===== src/rtl/ex_muldiv_if.sv =====
// Request/response bundle between the execute stage and the iterative multiply/divide unit.
// The execute stage drives the master side; ex_muldiv sits on the slave side.
interface ex_muldiv_if #(
  parameter int XLEN = 32,
  parameter int RD_W = 5
);
  logic            start_i;
  logic [2:0]      op_i;
  logic [XLEN-1:0] rs1_i;
  logic [XLEN-1:0] rs2_i;
  logic [RD_W-1:0] rd_addr_i;
  logic            flush_i;
  logic            busy_o;
  logic            done_o;
  logic [XLEN-1:0] result_o;
  logic [RD_W-1:0] rd_addr_o;

  modport master (
    output start_i, op_i, rs1_i, rs2_i, rd_addr_i, flush_i,
    input  busy_o, done_o, result_o, rd_addr_o
  );

  modport slave (
    input  start_i, op_i, rs1_i, rs2_i, rd_addr_i, flush_i,
    output busy_o, done_o, result_o, rd_addr_o
  );
endinterface


===== src/rtl/ex_muldiv.sv =====
// Iterative RV32 M-extension unit: MSB-first shift-add multiply and restoring divide,
// one bit per cycle, with sign fix-up in a final cycle and a registered result.
module ex_muldiv #(
  parameter int XLEN = 32,
  parameter int RD_W = 5
) (
  input  logic       clk,
  input  logic       rst_n,
  ex_muldiv_if.slave bus,
  output logic [1:0] state_o
);
  typedef enum logic [1:0] {
    S_IDLE = 2'd0,
    S_CALC = 2'd1,
    S_FIX  = 2'd2,
    S_DONE = 2'd3
  } state_e;

  localparam int unsigned    LAST = XLEN - 1;
  localparam logic [XLEN-1:0] ONES = '1;
  localparam logic [XLEN-1:0] MINV = {1'b1, {(XLEN-1){1'b0}}};

  state_e            state_q;
  logic [XLEN-1:0]   cnt_q, a_q, b_q, rem_q, res_q;
  logic [2*XLEN-1:0] prod_q;
  logic [2:0]        op_q;
  logic              sign_q, busy_q, done_q;
  logic [RD_W-1:0]   tag_q, rd_q;

  // Request decode: operand magnitudes, result sign and the special cases.
  logic            a_neg, b_neg, sign_d, special_d;
  logic [XLEN-1:0] a_mag_d, b_mag_d, special_res_d;

  always_comb begin
    a_neg = 1'b0;
    b_neg = 1'b0;
    sign_d = 1'b0;
    special_d = 1'b0;
    special_res_d = '0;
    unique case (bus.op_i)
      3'd1, 3'd4, 3'd6: begin
        a_neg = bus.rs1_i[XLEN-1];
        b_neg = bus.rs2_i[XLEN-1];
      end
      3'd2:    a_neg = bus.rs1_i[XLEN-1];
      default: ;
    endcase
    // DIV/MULH use the quotient sign rule; REM and MULHSU follow rs1 alone.
    unique case (bus.op_i)
      3'd1, 3'd4: sign_d = a_neg ^ b_neg;
      3'd2, 3'd6: sign_d = a_neg;
      default:    sign_d = 1'b0;
    endcase
    a_mag_d = a_neg ? -bus.rs1_i : bus.rs1_i;
    b_mag_d = b_neg ? -bus.rs2_i : bus.rs2_i;
    if (bus.op_i[2]) begin
      if (bus.rs2_i == '0) begin
        special_d = 1'b1;
        special_res_d = bus.op_i[1] ? bus.rs1_i : ONES;
      end else if (!bus.op_i[0] && bus.rs1_i == MINV && bus.rs2_i == ONES) begin
        special_d = 1'b1;
        special_res_d = bus.op_i[1] ? '0 : bus.rs1_i;
      end
    end
  end

  // One iteration of each datapath, plus the final sign/half selection.
  logic [2*XLEN-1:0] prod_d, prod_fix;
  logic [XLEN:0]     rem_shift, diff;
  logic [XLEN-1:0]   rem_d, div_val, fix_res;

  always_comb begin
    prod_d    = {prod_q[2*XLEN-2:0], 1'b0} + (b_q[XLEN-1] ? {{XLEN{1'b0}}, a_q} : '0);
    rem_shift = {rem_q, a_q[XLEN-1]};
    diff      = rem_shift - {1'b0, b_q};
    rem_d     = diff[XLEN] ? rem_shift[XLEN-1:0] : diff[XLEN-1:0];
    prod_fix  = sign_q ? -prod_q : prod_q;
    div_val   = op_q[1] ? rem_q : a_q;
    if (op_q[2])
      fix_res = sign_q ? -div_val : div_val;
    else if (op_q == 3'd0)
      fix_res = prod_fix[XLEN-1:0];
    else
      fix_res = prod_fix[2*XLEN-1:XLEN];
  end

  // Handshake: start_i is accepted on any edge where busy_o is low (IDLE or DONE);
  // busy_o stays high until the result is loaded, done_o pulses for exactly one cycle
  // with result_o/rd_addr_o valid, and flush_i wins over everything except reset.
  always_ff @(posedge clk) begin
    if (!rst_n) begin
      state_q <= S_IDLE;
      cnt_q   <= '0;
      a_q     <= '0;
      b_q     <= '0;
      rem_q   <= '0;
      prod_q  <= '0;
      res_q   <= '0;
      op_q    <= '0;
      sign_q  <= 1'b0;
      tag_q   <= '0;
      rd_q    <= '0;
      busy_q  <= 1'b0;
      done_q  <= 1'b0;
    end else if (bus.flush_i) begin
      state_q <= S_IDLE;
      busy_q  <= 1'b0;
      done_q  <= 1'b0;
    end else begin
      unique case (state_q)
        S_IDLE, S_DONE: begin
          done_q  <= 1'b0;
          state_q <= S_IDLE;
          if (bus.start_i) begin
            a_q    <= a_mag_d;
            b_q    <= b_mag_d;
            rem_q  <= '0;
            prod_q <= '0;
            sign_q <= sign_d;
            op_q   <= bus.op_i;
            tag_q  <= bus.rd_addr_i;
            cnt_q  <= '0;
            if (special_d) begin
              res_q   <= special_res_d;
              rd_q    <= bus.rd_addr_i;
              done_q  <= 1'b1;
              state_q <= S_DONE;
            end else begin
              busy_q  <= 1'b1;
              state_q <= S_CALC;
            end
          end
        end
        S_CALC: begin
          if (op_q[2]) begin
            rem_q <= rem_d;
            a_q   <= {a_q[XLEN-2:0], ~diff[XLEN]};
          end else begin
            prod_q <= prod_d;
            b_q    <= {b_q[XLEN-2:0], 1'b0};
          end
          cnt_q <= cnt_q + 1'b1;
          if (cnt_q == LAST[XLEN-1:0]) state_q <= S_FIX;
        end
        S_FIX: begin
          res_q   <= fix_res;
          rd_q    <= tag_q;
          busy_q  <= 1'b0;
          done_q  <= 1'b1;
          state_q <= S_DONE;
        end
        default: state_q <= S_IDLE;
      endcase
    end
  end

  assign bus.busy_o    = busy_q;
  assign bus.done_o    = done_q;
  assign bus.result_o  = res_q;
  assign bus.rd_addr_o = rd_q;
  assign state_o       = state_q;
endmodule


===== src/flat_wrapper.sv =====
// flat-port wrapper written by rule: the top's interface ports become plain ports
module ex_muldiv_flat 
#(
  parameter int XLEN = 32,
  parameter int RD_W = 5
)
  (clk, rst_n, state_o, bus_start_i, bus_op_i, bus_rs1_i, bus_rs2_i, bus_rd_addr_i, bus_flush_i, bus_busy_o, bus_done_o, bus_result_o, bus_rd_addr_o);
  ex_muldiv_if #(.XLEN(XLEN), .RD_W(RD_W)) bus_i ();
  input  logic clk;
  input  logic rst_n;
  output logic [1:0] state_o;
  input wire logic [$bits(bus_i.start_i)-1:0] bus_start_i;
  input wire logic [$bits(bus_i.op_i)-1:0] bus_op_i;
  input wire logic [$bits(bus_i.rs1_i)-1:0] bus_rs1_i;
  input wire logic [$bits(bus_i.rs2_i)-1:0] bus_rs2_i;
  input wire logic [$bits(bus_i.rd_addr_i)-1:0] bus_rd_addr_i;
  input wire logic [$bits(bus_i.flush_i)-1:0] bus_flush_i;
  output wire logic [$bits(bus_i.busy_o)-1:0] bus_busy_o;
  output wire logic [$bits(bus_i.done_o)-1:0] bus_done_o;
  output wire logic [$bits(bus_i.result_o)-1:0] bus_result_o;
  output wire logic [$bits(bus_i.rd_addr_o)-1:0] bus_rd_addr_o;
  assign bus_i.start_i = bus_start_i;
  assign bus_i.op_i = bus_op_i;
  assign bus_i.rs1_i = bus_rs1_i;
  assign bus_i.rs2_i = bus_rs2_i;
  assign bus_i.rd_addr_i = bus_rd_addr_i;
  assign bus_i.flush_i = bus_flush_i;
  assign bus_busy_o = bus_i.busy_o;
  assign bus_done_o = bus_i.done_o;
  assign bus_result_o = bus_i.result_o;
  assign bus_rd_addr_o = bus_i.rd_addr_o;
  ex_muldiv #(.XLEN(XLEN), .RD_W(RD_W)) u_core (.clk(clk), .rst_n(rst_n), .bus(bus_i), .state_o(state_o));
endmodule

===== config.mk =====
export PLATFORM = sky130hd
export DESIGN_NAME = ex_muldiv_flat
export DESIGN_NICKNAME = d
export VERILOG_FILES = /design/src/rtl/ex_muldiv_if.sv /design/src/rtl/ex_muldiv.sv /design/src/flat_wrapper.sv
export SDC_FILE = /design/constraint.sdc
export NUM_CORES = 1
export LEC_CHECK = 0
export BUFFER_PORTS_ARGS = -buffer_cell sky130_fd_sc_hd__clkbuf_2
export CAP_MARGIN = 40
export CORE_ASPECT_RATIO = 1.1
export CORE_UTILIZATION = 55
export DETAILED_ROUTE_END_ITERATION = 8
export PLACE_DENSITY = 0.79
export REMOVE_ABC_BUFFERS = 1
export SYNTH_ARGS = -nofsm -noshare
export SYNTH_HDL_FRONTEND = slang
export SYNTH_SLANG_ARGS = --single-unit

===== constraint.sdc =====
create_clock -name clk -period 12 [get_ports clk]
set_input_delay 1.8 -clock clk [delete_from_list [all_inputs] [get_ports clk]]
set_output_delay 1.8 -clock clk [all_outputs]
set_load 0.1 [all_outputs]

; Word level (Yosys, flattened, before mapping)
; Cells that the tools add are included.
; Widths: inputs -> output; s select.
[word_totals]
register_bits = 242
out_inout_bits = 41
elab_cells = 109
inputBits = 76
[classes]
reduce_logical = 20
add_sub_neg = 7
eq_ne = 16
muxes = 49
n_bitwise = 4
[ops]
columns = operator, n
row1 = $mux 32, 21
row2 = $pmux 32 s2, 5
row3 = $mux 64, 3
row4 = $pmux 64 s2, 1
row5 = $neg 32->32, 3
row6 = $add 64x64->64, 1
row7 = $eq 32x32->1 const B, 2
row8 = $neg 64->64, 1
row9 = $sub 33x32->33, 1
row10 = $add 32x1->32 const B, 1
row11 = $eq 32x5->1 const B, 1
row12 = $logic_not 32->1, 1
row13 = $reduce_and 4->1, 3
row14 = $mux 5, 2
row15 = $pmux 5 s2, 1
row16 = $mux 1, 9
row17 = $reduce_and 3->1, 3
row18 = $reduce_or 2->1, 4
row19 = $eq 3x3->1 const B, 2
row20 = $mux 2, 3
row21 = $ne 2x1->1 const B, 3
row22 = $ne 2x2->1 const B, 3
row23 = $pmux 1 s2, 3
row24 = $pmux 2 s3, 1
row25 = other kinds (13), 18

; Logic depth before layout (Yosys ltp)
[depth]
ltp_word = 9
mapped_depth = 16
depth_no_buf = 12

; Worst setup path before layout
; No wires, ideal clock.
[synth_path]
path_type = input-to-reg
start = input bus_rs1_i[5]
end = register u_core.res_q[27], in the netlist u_core.bus.result_o[27]
arrival_time_ns = 4.732
path_slack_ns = 7.194
setup_ns = 0.074
path_buffers = 2
required_ns = 11.926
cell_stages = 11
path_cell_list = or4_1 > or2_4 > or3_4 > or3_1 > buf_6 > nor4_4 > o21ai_2 > a211o_1 > buf_6 > or3_1 > a31oi_1
[synth_between]
elab_chain_cells = 9
elab_cells_between_ends = 14
classes_between = eq/ne (2) / mux (9) / reduce/logical (3)
[synth_lines]
columns = item, line
row1 = start: declaration, flat_wrapper.sv:14  ; input wire logic [$bits(bus_i.rs1_i)-1:0] bus_rs1_i;
row2 = $eq 32x32->1 (*), ex_muldiv.sv:60  ; end else if (!bus.op_i[0] && bus.rs1_i == MINV && bus.rs2_i == ONES) begin
row3 = $logic_and 1x1->1 (*) (2 in a row), ex_muldiv.sv:60
row4 = $mux 32, ex_muldiv.sv:60
row5 = $mux 32, ex_muldiv.sv:57  ; if (bus.rs2_i == '0) begin
row6 = $mux 32, ex_muldiv.sv:56  ; if (bus.op_i[2]) begin
row7 = $mux 32, ex_muldiv.sv:123  ; if (special_d) begin
row8 = $mux 32, ex_muldiv.sv:114  ; if (bus.start_i) begin
row9 = $pmux 32 s2, ex_muldiv.sv:110  ; unique case (state_q)
row10 = end signal: assignment, ex_muldiv.sv:124  ; res_q <= special_res_d;
row11 = end signal: assignment, ex_muldiv.sv:146  ; res_q <= fix_res;
row12 = end: declaration, ex_muldiv.sv:24  ; logic [XLEN-1:0] cnt_q, a_q, b_q, rem_q, res_q;
; Mark *: on every way between the ends. The rest lies on a longest branch, timed or not. The select of a mux whose other input is x is not followed.
; A chain may end at the register's enable or synchronous reset.

; Final worst setup path
[layout_path]
start = input bus_rs1_i[5]
end = register u_core.res_q[20], in the netlist u_core.bus.result_o[20]
; The elaborated chain is that of the path after synthesis.

==> out/metrics.yaml <==
timing:
  final.setup.tns_ns: 0
  layout_worst_path_cycle_share_pct: 41.54
  setup_violations: 0
  tightest_slew_ns: 0.9666
  clock_skew_ns: 0.01237
  grt_setup_unrepaired: "false"
  finalMaxSlewViolations: 0
  finalCriticalPeriod_ns: 4.985
  fmax_ghz: 0.2006
  maxSlewHeadroom_pct: 34.97
  hold_viol_final: 0
synthesis:
  synth-edff-count: 0
  yosys-top-cells-area: "dfxtp_1 (25%), nand2_1 (7.7%), o21ai_0 (7.2%)"
  yosysSeqAreaShare_pct: 25.47
  synth-compound-area-share_pct: 24.91
  synth_top_family_by_area: "compound AO/OA/AOI/OAI gates"
  synth_fa_ha_area_share_pct: 4.947
  ys.flop_type: "dfxtp_1"
  synth_top_area_share_pct: 25.47
  muxShareOfSynthArea_pct: 4.664
  async_reset_ff_share_pct: 0
  synth_commonest_cells: "nand2_1 (388), o21ai_0 (273), dfxtp_1 (242)"
  synth_xor_area_share_pct: 10.78
  yosysWarnings: 0
  synth_top_area_cell: "dfxtp_1"
  synth-simple-area-share_pct: 24.10
  synthCells: 2620
  ys_types: 81
  yosysMostFrequentCell: "nand2_1"
  synth_seq_cells: 242
  synth.avg_cell_area_um2: 7.259
  syn_area_mm2: 0.01902
setup_path:
  r2r_slack_ns: 7.32
  startpoint_type: "primary input"
  startpoint: "bus_rs1_i[5]"
  r2r_start: "u_core.prod_q[1]"
  worstSetupEndpointType: "register"
  crit_fanout: 65
  required_ns: 12.48
  crit_type: "in -> reg"
  crit_arrival_ns: 5.47
route:
  dr.pass1.iters: 8
  post_drt_wl_per_cell_um: 19.72
  routed_wl_mm: 60.71
  ant_nets: 0
  drtIter0Drc: 1702
  vias_per_cell: 6.373
  vias: 19620
  drc_errors: 2
layout:
  layout-drive-gt1-share_pct: 8.977
  nets: 2772
  layout.cells.non_filler: 3079
  final_cell_area_mm2: 0.02067
  areaGrowthSynthToFinish_pct: 8.677
hold_path:
  hp-start: "u_core.b_q[3]"
  hp-class: "reg -> reg"
grt:
  grt_pass1_vias: 18160
  gr-usage-all-layers_pct: 33.76
  antenna_found_initial: 1
  grt_overflow_total: 0
  grt_pass1_wl_mm: 95.43
  grt_max_degree: 96
floorplanning:
  die_w_um: 179.3
  coreArea_mm2: 0.03411
  die-area_mm2: 0.03533
  ios: 117
  die_height_um: 197.0
  num_rows: 71
  initial_utilization_pct: 55.75
clock_network:
  cts_setup_buffers: 0
  numCtsBuffers: 28
  cts_hold_buf: 0
  root_buffer: "clkbuf_16"
  clock-sinks: 242
  clkTransAtPathRegs_ns: 0.06
  clockBufferDepth: 3
  worstSkewPairLatency_ns: 0.57
  cts_max_level: 1
  cts_tree: "built"
  ctsResizeCount: 0
placed_design:
  hpwl_mm: 44.85
  port_buffers: 116
  placed_area_mm2: 0.01976
  routabilityCongestion: 0.9763
  dp.cells: 3030
flow_run:
  cap_violations: 0
outcome:
  violations: "DRC"
  status: "finished, violations left"
pwr:
  p_leak_nw: 7.876
  ir_drop_v: 0.0001104
  p_per_area_mw_per_mm2: 107.0
## power breakdown
group	internal, mW	switching, mW
Sequential	0.827	0.0278
Clock	0.510	0.355
Combinational	0.163	0.327
## per-stage QoR
step | hold slack (ns) | power (mW) | util, % | setup WS, ns
3_5_place_dp | 0.4505 | 1.351 | 57.92 | 6.480
2_1_floorplan | 0.4363 | 1.205 | - | 3.805
6_report | 0.4561 | 2.211 | 60.59 | 7.015
4_1_cts | 0.4591 | 2.211 | 60.59 | 7.052
3_3_place_gp | 0.4438 | 1.338 | 57.68 | 6.627
5_1_grt | 0.4887 | 2.297 | 60.59 | 6.930
## routing by layer
| layer | part of all wire [%] | global-route usage (%) | vias to the layer above |
|---|---|---|---|
| li1 | - | - | 9397 |
| met1 | 41 | 42.78 | 9167 |
| met2 | 47 | 56.71 | 900 |
| met3 | 7.6 | 4.484 | 157 |
| met4 | 4.1 | 14.85 | 0 |
| met5 | 0 | 0 | - |
## final timing paths
kind	end	cells after the start
max	u_core.bus.result_o[20]	11
min reg2reg	u_core.b_q[3]	2
min	u_core.b_q[3]	2
max reg2reg	u_core.bus.result_o[30]	11
## flip-flops by register name, summed over array words and instances (netlist names)
register	count
u_core.state_o	2
u_core.bus.rd_addr_o	5
u_core.cnt_q	32
u_core.bus.busy_o	1
u_core.bus.result_o	32
u_core.prod_q	64
u_core.b_q	32
u_core.rem_q	32
u_core.sign_q	1
u_core.a_q	32
u_core.op_q	3
u_core.bus.done_o	1
u_core.tag_q	5
## area by class of cell
cell class	count	area, um^2
Multi-Input combinational cell	2137	13270
Clock buffer	39	813.3
Timing Repair Buffer	148	848.3
Tap cell	438	548.0
Clock inverter	9	97.59
Sequential cell	242	4847
Antenna cell	1	2.502
Fill cell	3188	13440
Inverter	65	245.2
## placed cells by master (no fill, tap or decap), types with 20 or more instances in the layout
master,count
nand2_1,387
o21ai_0,272
dfxtp_1,240
nor2_1,199
a21oi_1,189
xor2_1,137
clkbuf_2,116
xnor2_1,97
mux2i_1,83
nor3_1,71
ha_1,71
inv_1,63
nand3_1,42
and2_1,38
nand4_1,37
o31ai_1,35
nor4_1,32
a21o_1,31
clkbuf_16,29
or3_1,28
buf_4,27
a211oi_1,26
a31oi_1,25
or4_1,23
nand2b_1,21
o22ai_1,20
## critical path, cell delays in order
cell and delay (ns):
clkbuf_2 0.13, or4_1 0.57, or2_4 0.28, or3_4 0.37, or3_1 0.57, nor4_4 0.35, o21ai_2 0.17, a211oi_4 0.27
buf_4 0.58, o21ai_0 0.18, a31oi_1 0.19
## kinds of logic after synthesis
kind of cell	after synthesis
AOI/OAI and AO/OA	772
and+or+nand+nor	969
xor gates and xnor gates	234
buffers and inverters	241
DFF	242
adders and majority gates	74
muxes	88
No activity file was read; power rests on OpenSTA's default activity.
